File: src/rtl/branch_rs_if.sv
// Branch reservation station port bundle: dispatch, CDB snoop, issue, flush and occupancy.
// Latency: none (wires only).
// Backpressure: disp_valid/disp_ready and iss_valid/iss_ready handshakes carried as-is.
interface branch_rs_if #(
    parameter int DEPTH = 4,
    parameter int TAG_W = 4,
    parameter int XLEN  = 32
);
    // Dispatch side
    logic                         disp_valid;
    logic                         disp_ready;
    logic [9:0]                   disp_op;
    logic [XLEN-1:0]              disp_vj;
    logic [XLEN-1:0]              disp_vk;
    logic                         disp_rj;
    logic                         disp_rk;
    logic [TAG_W-1:0]             disp_qj;
    logic [TAG_W-1:0]             disp_qk;
    logic [TAG_W-1:0]             disp_rob;
    logic [XLEN-1:0]              disp_target;
    // Common data bus snoop
    logic                         cdb_valid;
    logic [TAG_W-1:0]             cdb_tag;
    logic [XLEN-1:0]              cdb_value;
    // Issue side towards the branch comparator
    logic                         iss_valid;
    logic                         iss_ready;
    logic [XLEN-1:0]              iss_vj;
    logic [XLEN-1:0]              iss_vk;
    logic [9:0]                   iss_op;
    logic [TAG_W-1:0]             iss_rob;
    logic [XLEN-1:0]              iss_target;
    // Recovery and status
    logic                         flush;
    logic [$clog2(DEPTH+1)-1:0]   count;

    // Core-side view: drives dispatch, CDB, issue acceptance and flush
    modport master (
        output disp_valid, disp_op, disp_vj, disp_vk, disp_rj, disp_rk,
               disp_qj, disp_qk, disp_rob, disp_target,
               cdb_valid, cdb_tag, cdb_value, iss_ready, flush,
        input  disp_ready, iss_valid, iss_vj, iss_vk, iss_op, iss_rob,
               iss_target, count
    );

    // Reservation-station view
    modport slave (
        input  disp_valid, disp_op, disp_vj, disp_vk, disp_rj, disp_rk,
               disp_qj, disp_qk, disp_rob, disp_target,
               cdb_valid, cdb_tag, cdb_value, iss_ready, flush,
        output disp_ready, iss_valid, iss_vj, iss_vk, iss_op, iss_rob,
               iss_target, count
    );
endinterface

File: src/rtl/branch_rs.sv
// Collapsing-queue reservation station for branches; snoops CDB, presents oldest ready entry.
// Latency: dispatch->issue 1 cycle; CDB wakeup->issue 1 cycle (0 with BRANCH_RS_CDB_BYPASS_EN).
// Backpressure: disp_ready = count<DEPTH from registered state; entry held until iss_ready.
// Optional feature macro: BRANCH_RS_CDB_BYPASS_EN (same-cycle CDB bypass into issue selection).
module branch_rs #(
    parameter int DEPTH = 4,
    parameter int TAG_W = 4,
    parameter int XLEN  = 32
) (
    input  logic         clk,
    input  logic         rst_n,
    branch_rs_if.slave   rs
);
    localparam int CNT_W = $clog2(DEPTH + 1);
    localparam int IDX_W = $clog2(DEPTH);

    typedef struct packed {
        logic [9:0]       op;
        logic [XLEN-1:0]  vj;
        logic [XLEN-1:0]  vk;
        logic             rj;
        logic             rk;
        logic [TAG_W-1:0] qj;
        logic [TAG_W-1:0] qk;
        logic [TAG_W-1:0] rob;
        logic [XLEN-1:0]  target;
    } entry_t;

    // Registered state: slots 0..r_count-1 hold valid entries, slot 0 oldest
    entry_t           r_ent [DEPTH];
    logic [CNT_W-1:0] r_count;

    // Combinational helpers
    entry_t           w_wake [DEPTH];   // entries with this cycle's CDB wakeup applied
    entry_t           w_nxt  [DEPTH];   // next-state image of the queue
    entry_t           w_disp_ent;       // incoming entry after dispatch-time CDB capture
    entry_t           w_iss_ent;        // selected entry as presented to the comparator
    logic [DEPTH-1:0] w_rdy;
    logic             w_sel_found;
    logic [IDX_W-1:0] w_sel_idx;
    logic             w_iss_vld;
    logic             w_iss_fire;
    logic             w_disp_rdy;
    logic             w_disp_fire;
    logic [CNT_W-1:0] w_cnt_rm;

    assign w_disp_rdy  = (r_count < CNT_W'(DEPTH));
    assign w_iss_vld   = w_sel_found && !rs.flush;
    assign w_iss_fire  = w_iss_vld && rs.iss_ready;
    assign w_disp_fire = rs.disp_valid && w_disp_rdy && !rs.flush;
    assign w_cnt_rm    = r_count - CNT_W'(w_iss_fire);

    // Apply CDB wakeup to every stored entry and flag which valid slots are ready
    always_comb begin
        for (int i = 0; i < DEPTH; i++) begin
            w_wake[i] = r_ent[i];
            if (rs.cdb_valid && !r_ent[i].rj && (r_ent[i].qj == rs.cdb_tag)) begin
                w_wake[i].rj = 1'b1;
                w_wake[i].vj = rs.cdb_value;
            end
            if (rs.cdb_valid && !r_ent[i].rk && (r_ent[i].qk == rs.cdb_tag)) begin
                w_wake[i].rk = 1'b1;
                w_wake[i].vk = rs.cdb_value;
            end
`ifdef BRANCH_RS_CDB_BYPASS_EN
            // Same-cycle CDB matches count as ready
            w_rdy[i] = (CNT_W'(i) < r_count) && w_wake[i].rj && w_wake[i].rk;
`else
            // Only operands captured at an earlier edge count as ready
            w_rdy[i] = (CNT_W'(i) < r_count) && r_ent[i].rj && r_ent[i].rk;
`endif
        end
    end

    // Oldest-ready selection: scan from the top so the lowest ready index wins
    always_comb begin
        w_sel_found = 1'b0;
        w_sel_idx   = '0;
        for (int i = DEPTH - 1; i >= 0; i--) begin
            if (w_rdy[i]) begin
                w_sel_found = 1'b1;
                w_sel_idx   = IDX_W'(i);
            end
        end
`ifdef BRANCH_RS_CDB_BYPASS_EN
        w_iss_ent = w_wake[w_sel_idx];
`else
        w_iss_ent = r_ent[w_sel_idx];
`endif
    end

    // Incoming entry; a CDB broadcast in the dispatch cycle is captured here
    always_comb begin
        w_disp_ent.op     = rs.disp_op;
        w_disp_ent.vj     = rs.disp_vj;
        w_disp_ent.vk     = rs.disp_vk;
        w_disp_ent.rj     = rs.disp_rj;
        w_disp_ent.rk     = rs.disp_rk;
        w_disp_ent.qj     = rs.disp_qj;
        w_disp_ent.qk     = rs.disp_qk;
        w_disp_ent.rob    = rs.disp_rob;
        w_disp_ent.target = rs.disp_target;
        if (!rs.disp_rj && rs.cdb_valid && (rs.disp_qj == rs.cdb_tag)) begin
            w_disp_ent.rj = 1'b1;
            w_disp_ent.vj = rs.cdb_value;
        end
        if (!rs.disp_rk && rs.cdb_valid && (rs.disp_qk == rs.cdb_tag)) begin
            w_disp_ent.rk = 1'b1;
            w_disp_ent.vk = rs.cdb_value;
        end
    end

    // Next queue image: collapse above the issued slot, then append dispatch at the new tail
    always_comb begin
        for (int i = 0; i < DEPTH; i++) begin
            if (w_iss_fire && (IDX_W'(i) >= w_sel_idx)) begin
                if (i < DEPTH - 1) begin
                    w_nxt[i] = w_wake[i + 1];
                end else begin
                    w_nxt[i] = '0;
                end
            end else begin
                w_nxt[i] = w_wake[i];
            end
            // Keep unused slots clean so stale data never lingers past the tail
            if (CNT_W'(i) >= w_cnt_rm) begin
                w_nxt[i] = '0;
            end
            if (w_disp_fire && (CNT_W'(i) == w_cnt_rm)) begin
                w_nxt[i] = w_disp_ent;
            end
        end
    end

    // Queue state: reset and flush empty it, otherwise take the next image
    always_ff @(posedge clk or negedge rst_n) begin
        if (!rst_n) begin
            r_count <= '0;
            for (int i = 0; i < DEPTH; i++) begin
                r_ent[i] <= '0;
            end
        end else if (rs.flush) begin
            r_count <= '0;
            for (int i = 0; i < DEPTH; i++) begin
                r_ent[i] <= '0;
            end
        end else begin
            r_count <= w_cnt_rm + CNT_W'(w_disp_fire);
            for (int i = 0; i < DEPTH; i++) begin
                r_ent[i] <= w_nxt[i];
            end
        end
    end

    assign rs.disp_ready = w_disp_rdy;
    assign rs.count      = r_count;
    assign rs.iss_valid  = w_iss_vld;
    assign rs.iss_vj     = w_iss_vld ? w_iss_ent.vj     : '0;
    assign rs.iss_vk     = w_iss_vld ? w_iss_ent.vk     : '0;
    assign rs.iss_op     = w_iss_vld ? w_iss_ent.op     : '0;
    assign rs.iss_rob    = w_iss_vld ? w_iss_ent.rob    : '0;
    assign rs.iss_target = w_iss_vld ? w_iss_ent.target : '0;
endmodule

File: src/flat_wrapper.sv
// flat-port wrapper written by rule: the top's interface ports become plain ports
module branch_rs_flat 
#(
    parameter int DEPTH = 4,
    parameter int TAG_W = 4,
    parameter int XLEN  = 32
)
  (clk, rst_n, rs_disp_valid, rs_disp_op, rs_disp_vj, rs_disp_vk, rs_disp_rj, rs_disp_rk, rs_disp_qj, rs_disp_qk, rs_disp_rob, rs_disp_target, rs_cdb_valid, rs_cdb_tag, rs_cdb_value, rs_iss_ready, rs_flush, rs_disp_ready, rs_iss_valid, rs_iss_vj, rs_iss_vk, rs_iss_op, rs_iss_rob, rs_iss_target, rs_count);
  branch_rs_if #(.DEPTH(DEPTH), .TAG_W(TAG_W), .XLEN(XLEN)) rs_i ();
  input  logic clk;
  input  logic rst_n;
  input wire logic [$bits(rs_i.disp_valid)-1:0] rs_disp_valid;
  input wire logic [$bits(rs_i.disp_op)-1:0] rs_disp_op;
  input wire logic [$bits(rs_i.disp_vj)-1:0] rs_disp_vj;
  input wire logic [$bits(rs_i.disp_vk)-1:0] rs_disp_vk;
  input wire logic [$bits(rs_i.disp_rj)-1:0] rs_disp_rj;
  input wire logic [$bits(rs_i.disp_rk)-1:0] rs_disp_rk;
  input wire logic [$bits(rs_i.disp_qj)-1:0] rs_disp_qj;
  input wire logic [$bits(rs_i.disp_qk)-1:0] rs_disp_qk;
  input wire logic [$bits(rs_i.disp_rob)-1:0] rs_disp_rob;
  input wire logic [$bits(rs_i.disp_target)-1:0] rs_disp_target;
  input wire logic [$bits(rs_i.cdb_valid)-1:0] rs_cdb_valid;
  input wire logic [$bits(rs_i.cdb_tag)-1:0] rs_cdb_tag;
  input wire logic [$bits(rs_i.cdb_value)-1:0] rs_cdb_value;
  input wire logic [$bits(rs_i.iss_ready)-1:0] rs_iss_ready;
  input wire logic [$bits(rs_i.flush)-1:0] rs_flush;
  output wire logic [$bits(rs_i.disp_ready)-1:0] rs_disp_ready;
  output wire logic [$bits(rs_i.iss_valid)-1:0] rs_iss_valid;
  output wire logic [$bits(rs_i.iss_vj)-1:0] rs_iss_vj;
  output wire logic [$bits(rs_i.iss_vk)-1:0] rs_iss_vk;
  output wire logic [$bits(rs_i.iss_op)-1:0] rs_iss_op;
  output wire logic [$bits(rs_i.iss_rob)-1:0] rs_iss_rob;
  output wire logic [$bits(rs_i.iss_target)-1:0] rs_iss_target;
  output wire logic [$bits(rs_i.count)-1:0] rs_count;
  assign rs_i.disp_valid = rs_disp_valid;
  assign rs_i.disp_op = rs_disp_op;
  assign rs_i.disp_vj = rs_disp_vj;
  assign rs_i.disp_vk = rs_disp_vk;
  assign rs_i.disp_rj = rs_disp_rj;
  assign rs_i.disp_rk = rs_disp_rk;
  assign rs_i.disp_qj = rs_disp_qj;
  assign rs_i.disp_qk = rs_disp_qk;
  assign rs_i.disp_rob = rs_disp_rob;
  assign rs_i.disp_target = rs_disp_target;
  assign rs_i.cdb_valid = rs_cdb_valid;
  assign rs_i.cdb_tag = rs_cdb_tag;
  assign rs_i.cdb_value = rs_cdb_value;
  assign rs_i.iss_ready = rs_iss_ready;
  assign rs_i.flush = rs_flush;
  assign rs_disp_ready = rs_i.disp_ready;
  assign rs_iss_valid = rs_i.iss_valid;
  assign rs_iss_vj = rs_i.iss_vj;
  assign rs_iss_vk = rs_i.iss_vk;
  assign rs_iss_op = rs_i.iss_op;
  assign rs_iss_rob = rs_i.iss_rob;
  assign rs_iss_target = rs_i.iss_target;
  assign rs_count = rs_i.count;
  branch_rs #(.DEPTH(DEPTH), .TAG_W(TAG_W), .XLEN(XLEN)) u_core (.clk(clk), .rst_n(rst_n), .rs(rs_i));
endmodule
File: config.mk
export PLATFORM = sky130hd
export DESIGN_NAME = branch_rs_flat
export DESIGN_NICKNAME = d
export VERILOG_FILES = /design/src/rtl/branch_rs_if.sv /design/src/rtl/branch_rs.sv /design/src/flat_wrapper.sv
export SDC_FILE = /design/constraint.sdc
export NUM_CORES = 1
export LEC_CHECK = 0
export CORE_ASPECT_RATIO = 0.8
export CORE_UTILIZATION = 59
export DETAILED_ROUTE_END_ITERATION = 7
export GPL_TIMING_DRIVEN = 0
export PLACE_DENSITY = 0.82
export SLEW_MARGIN = 20
export SYNTH_ARGS = -nofsm -noshare
export SYNTH_HDL_FRONTEND = slang
export SYNTH_SLANG_ARGS = --single-unit
File: constraint.sdc
create_clock -name clk -period 9.7 [get_ports clk]
set_input_delay 2.91 -clock clk [delete_from_list [all_inputs] [get_ports clk]]
set_output_delay 2.91 -clock clk [all_outputs]
set_load 0.05 [all_outputs]
* After elaboration in Yosys (flattened, before gate mapping)
Cells that the tools add are included.
** Operators by class
- Add/subtract/negate cells :: 2
- $lt $le $gt $ge :: 14
- Eq/ne operators :: 13
- Mux-type cells :: 50
- Bitwise logic cells :: 1
- Reductions and logical operators :: 58
** Operators by type and width (count)
- 2-to-1 mux 120 bit :: 14
- 2-to-1 mux 480 bit :: 1
- 2-to-1 mux 32 bit :: 13
- binary-select mux 120 bit (select 2 bit) :: 1
- == test 4 bit :: 10
- logical AND 1 bit :: 40
- nonzero test 4 bit :: 4
- 2-to-1 mux 1 bit :: 14
- zero test 1 bit :: 11
- 2-to-1 mux 10 bit :: 1
- nonzero test 5 bit :: 2
- 2-to-1 mux 2 bit :: 4
- == test 2 x 3 -> 1 bit (first input constant) :: 2
- greater-or-equal comparator 1 x 3 -> 1 bit (first input constant) :: 2
- greater-or-equal comparator 2 x 3 -> 1 bit (first input constant) :: 2
- < comparator 1 x 3 -> 1 bit (first input constant) :: 2
- < comparator 2 x 3 -> 1 bit (first input constant) :: 2
- greater-or-equal comparator 1 x 2 -> 1 bit (first input constant) :: 2
- greater-or-equal comparator 2 bit (first input constant) :: 2
- 2-to-1 mux 4 bit :: 1
- adder 3 x 1 -> 3 bit :: 1
- == test 1 x 3 -> 1 bit (first input constant) :: 1
- greater-or-equal comparator 3 bit (second input constant) :: 1
- zero test 3 bit :: 1
- other kinds (4) :: 4
** Storage, ports and cells
- Bits in registers :: 483
- Input port bits :: 162
- Output and inout bits :: 115
- Word-level logic and storage cells :: 175

* Longest topological paths before layout
- Word-level depth :: 14
- Gate-level depth with buffers :: 17
- Depth with buffers taken out :: 12

* Worst setup path after synthesis
OpenSTA, ideal clock, no wires.
- Path type :: input-to-output
- From :: input rs_flush
- To :: output rs_iss_op[0]
- Arrival :: 4.518 ns
- Data required time :: 6.790 ns
- Setup slack :: 2.272 ns
- Stages :: 6
- Buffers on the path :: 3
- Cell sequence :: buf_2 inv_2 nand4_1 clkbuf_1 clkbuf_1 o22ai_1
** On the way
- Word-level cells in the longest chain between the ends :: 3
** Ends and longest elaborated chain
- start, declared :: line flat_wrapper.sv:26 : input wire logic [$bits(rs_i.flush)-1:0] rs_flush;
- zero test 1 bit :: line branch_rs.sv:48 : assign w_iss_vld = w_sel_found && !rs.flush;
- logical AND 1 bit :: line branch_rs.sv:48
- 2-to-1 mux 10 bit :: line branch_rs.sv:160 : assign rs.iss_op = w_iss_vld ? w_iss_ent.op : '0;
- end, declared :: line flat_wrapper.sv:31 : output wire logic [$bits(rs_i.iss_op)-1:0] rs_iss_op;
Every way passes these cells.

* Final worst setup path
- From :: input rs_flush
- To :: output rs_iss_vj[29]
** On the way
- Word-level cells in the longest chain between the ends :: 3
** Ends and longest elaborated chain
- zero test 1 bit :: line branch_rs.sv:48
- logical AND 1 bit :: line branch_rs.sv:48
- 2-to-1 mux 32 bit :: line branch_rs.sv:158 : assign rs.iss_vj = w_iss_vld ? w_iss_ent.vj : '0;
- end, declared :: line flat_wrapper.sv:29 : output wire logic [$bits(rs_i.iss_vj)-1:0] rs_iss_vj;
Every way passes these cells.

==> flow_metrics.env <==
export IMPL_wl_per_cell_um=28.1
export IMPL_ir_drop_uv=133
export IMPL_cts_tree="yes"
export IMPL_post_cts_buffers=0
export IMPL_syn_nets=2774
export IMPL_htree_num_levels=2
export IMPL_dp_worst_setup_slack_ns=0.331
export IMPL_root_buffer="clkbuf_16"
export IMPL_fin_crit_ns=9.65
export IMPL_synth_area_top_cells="dfrtp_1, mux2i_1, o22ai_1"
export IMPL_synthFlopType="dfrtp_1"
export IMPL_fin_crit_sh_pct=99.5
export IMPL_power_density_nw_per_um2=140
export IMPL_gr_usage_met2_pct=60.8
export IMPL_max_freq_ghz=0.104
export IMPL_final_max_slew_viol_count=0
export IMPL_synth_area_um2=26600
export IMPL_end_kind="output pin"
export IMPL_setup_slack_ns=0.0486
export IMPL_ios=277
export IMPL_viasPerCell=7.29
export IMPL_crit_arrival_ns=6.74
export IMPL_ys_seq_area_share_pct=45.5
export IMPL_hold_ws_ns=0.492
export IMPL_drive_above_1_share_pct=7.71
export IMPL_cp_start_kind="input port"
export IMPL_die_y_um=192
export IMPL_cts_sinks=483
export IMPL_seq_area_um2=12100
export IMPL_grt_busiest_layer="met2"
export IMPL_clk_path_buf_depth=3
export IMPL_wirelength_um=99800
export IMPL_violations="design-rule violations"
export IMPL_cts_buffers=50
export IMPL_maxSlewHeadroom_pct=18.5
export IMPL_synth_largest_area_cell="dfrtp_1"
export IMPL_area_delta_synth_final_pct=18.7
export IMPL_maxCapViolations=0
export IMPL_synth_avg_cell_area_um2=10.2
export IMPL_tightestPinTransition_ns=1.22
export IMPL_portBuffers=243
export IMPL_critical_path_max_stage_delay_ns=0.91
export IMPL_critical_path_slowest_cell="clkbuf_1"
export IMPL_grt_pass1_wl_um=149000
export IMPL_netlist_instances=2608
export IMPL_cts_resized=0
export IMPL_crit_type="in2out"
export IMPL_fillerInstances=3191
export IMPL_synth_seq_cells=483
export IMPL_synth_edf_count=0
export IMPL_drt_pass1_iterations=8
export IMPL_grt_pass1_vias=25115
export IMPL_grt_max_degree=101
export IMPL_clock_latency_ns=0.62
export IMPL_use_met3_pct=12.5
export IMPL_core_um2=44400
export IMPL_start_util_pct=59.8
export IMPL_finalHoldViolations=0
export IMPL_p_leak_nw=14.0
export IMPL_path_cells="clkdlybuf4s50_1, buf_2, inv_2, nand4_1, clkbuf_1, clkbuf_1, o22ai_1, clkdlybuf4s50_1"
export IMPL_nets=3074
export IMPL_multi_input_area_um2=12700
export IMPL_async_flop_share_pct=100
export IMPL_grtUsageTotal_pct=42.7
export IMPL_ant_nets=0
export IMPL_dpl_hpwl_um=66900
export IMPL_std_cell_rows=69
export IMPL_setup_violations=0
export IMPL_hold_buffers=0
export IMPL_grt_overflow=0
export IMPL_antenna_found_initial=4
export IMPL_drc=22
export IMPL_most_common_layout_cells="dfrtp_1, mux2i_1, o22ai_1"
export IMPL_layout_commonest_cell="dfrtp_1"
export IMPL_synth_warnings=0
export IMPL_hp_class="reg2reg"
export IMPL_yosysUniqueCellTypes=55
export IMPL_vias=25909
export IMPL_grt_met1_usage_pct=58.8
export IMPL_fp_dieArea_um2=45900
export IMPL_chipWidth_um=239
export IMPL_clk_pin_slew_ns=0.06
export IMPL_drt_iter0_drc=4990
export IMPL_status="finished, violations left"
export IMPL_crit_fanout=10
export IMPL_fin_skew_ns=0.0184
export IMPL_synth_top_cell_area_share_pct=45.5
export IMPL_rsz0062_at_grt="no"
export IMPL_gp_congestion=0.964
export IMPL_cp_required_ns=6.79
state kept, by name, summed over array words and instances, names as in the netlist:
register / cells
u_core.r_ent: 480
u_core.rs.count: 3
synthesized netlist by cell type, drive strengths merged, types with 4 or more instances:
| library cell | count |
|---|---|
| buf | 131 |
| mux2i | 468 |
| xnor2 | 23 |
| nand3 | 12 |
| nand2b | 5 |
| a22o | 53 |
| nor4 | 9 |
| nor2 | 281 |
| nor2b | 6 |
| o22a | 73 |
| ha | 4 |
| a21oi | 9 |
| inv | 126 |
| nand2 | 125 |
| a222oi | 111 |
| o21ai | 64 |
| dfrtp | 483 |
| o22ai | 299 |
| o221ai | 128 |
| clkbuf | 153 |
| xor2 | 10 |
| nor3 | 5 |
cell type report:
| type | instances | share of cell area (%) |
|---|---|---|
| multi-input combinational | 1715 | 40.3 |
| sequential | 483 | 38.4 |
| timing repair buffer | 248 | 8.17 |
| clock buffer | 77 | 4.74 |
| buffer | 284 | 4.18 |
| tap | 603 | 2.39 |
| inverter | 126 | 1.50 |
| clock inverter | 13 | 0.314 |
| antenna | 3 | 0.0238 |
metal layers:
layer / wire (um) / part of all wire [%]
met1: 37600 / 38
met2: 42000 / 42
met3: 14700 / 15
met4: 5460 / 5.5
met5: 0 / 0
power by group:
part	leakage, nW	total, mW	internal [mW]	switching, mW
clock	0.785	1.93	1.08	0.848
sequential	6.69	2.09	2.06	0.0337
combinational	6.52	0.401	0.142	0.259
metrics by stage:
| stage | util, % | cell area [um^2] | power [mW] | TNS, ns | std cells |
|---|---|---|---|---|---|
| after floorplan | - | 26600 | 2.31 | 0 | 2608 |
| after global placement | 67.0 | 29700 | 2.50 | -7355.43 | 3454 |
| after detailed placement | 67.3 | 29900 | 2.51 | 0 | 3459 |
| after CTS | 70.9 | 31500 | 4.39 | 0 | 3549 |
| after global routing | 71.0 | 31500 | 4.52 | 0 | 3552 |
| final | 71.0 | 31500 | 4.43 | 0 | 3552 |
cell families after synthesis:
| logic type | synth area share (%) |
|---|---|
| xor gates and xnor gates | 1.12 |
| DFF | 45.5 |
| AOI/OAI and AO/OA | 21.5 |
| adders and majority gates | 0.188 |
| muxes | 17.6 |
| and+or+nand+nor | 7.26 |
| buffers and inverters | 6.74 |
worst max-delay path, delay by kind of cell:
| family | cells | cell delay (ns) |
|---|---|---|
| buffers and inverters | 6 | 3.35 |
| AO/OA/AOI/OAI | 1 | 0.33 |
| AND/OR/NAND/NOR | 1 | 0.13 |
worst paths after layout:
check	start	to	slack, ns	cells past startpoint
worst max register to register	u_core.rs.count[2]$_DFF_PN0_	u_core.r_ent[466]$_DFFE_PN0P_	5.19	15
worst min register to register	u_core.r_ent[468]$_DFFE_PN0P_	u_core.r_ent[468]$_DFFE_PN0P_	0.49	2
min in group asynchronous	rst_n	u_core.r_ent[270]$_DFFE_PN0P_	2.20	1
max in group asynchronous	rst_n	u_core.r_ent[305]$_DFF_PN0_	6.17	3
worst min-delay path	u_core.r_ent[468]$_DFFE_PN0P_	u_core.r_ent[468]$_DFFE_PN0P_	0.49	2
worst max-delay path	rs_flush	rs_iss_vj[29]	0.05	8
No activity file was read; power rests on OpenSTA's default activity.
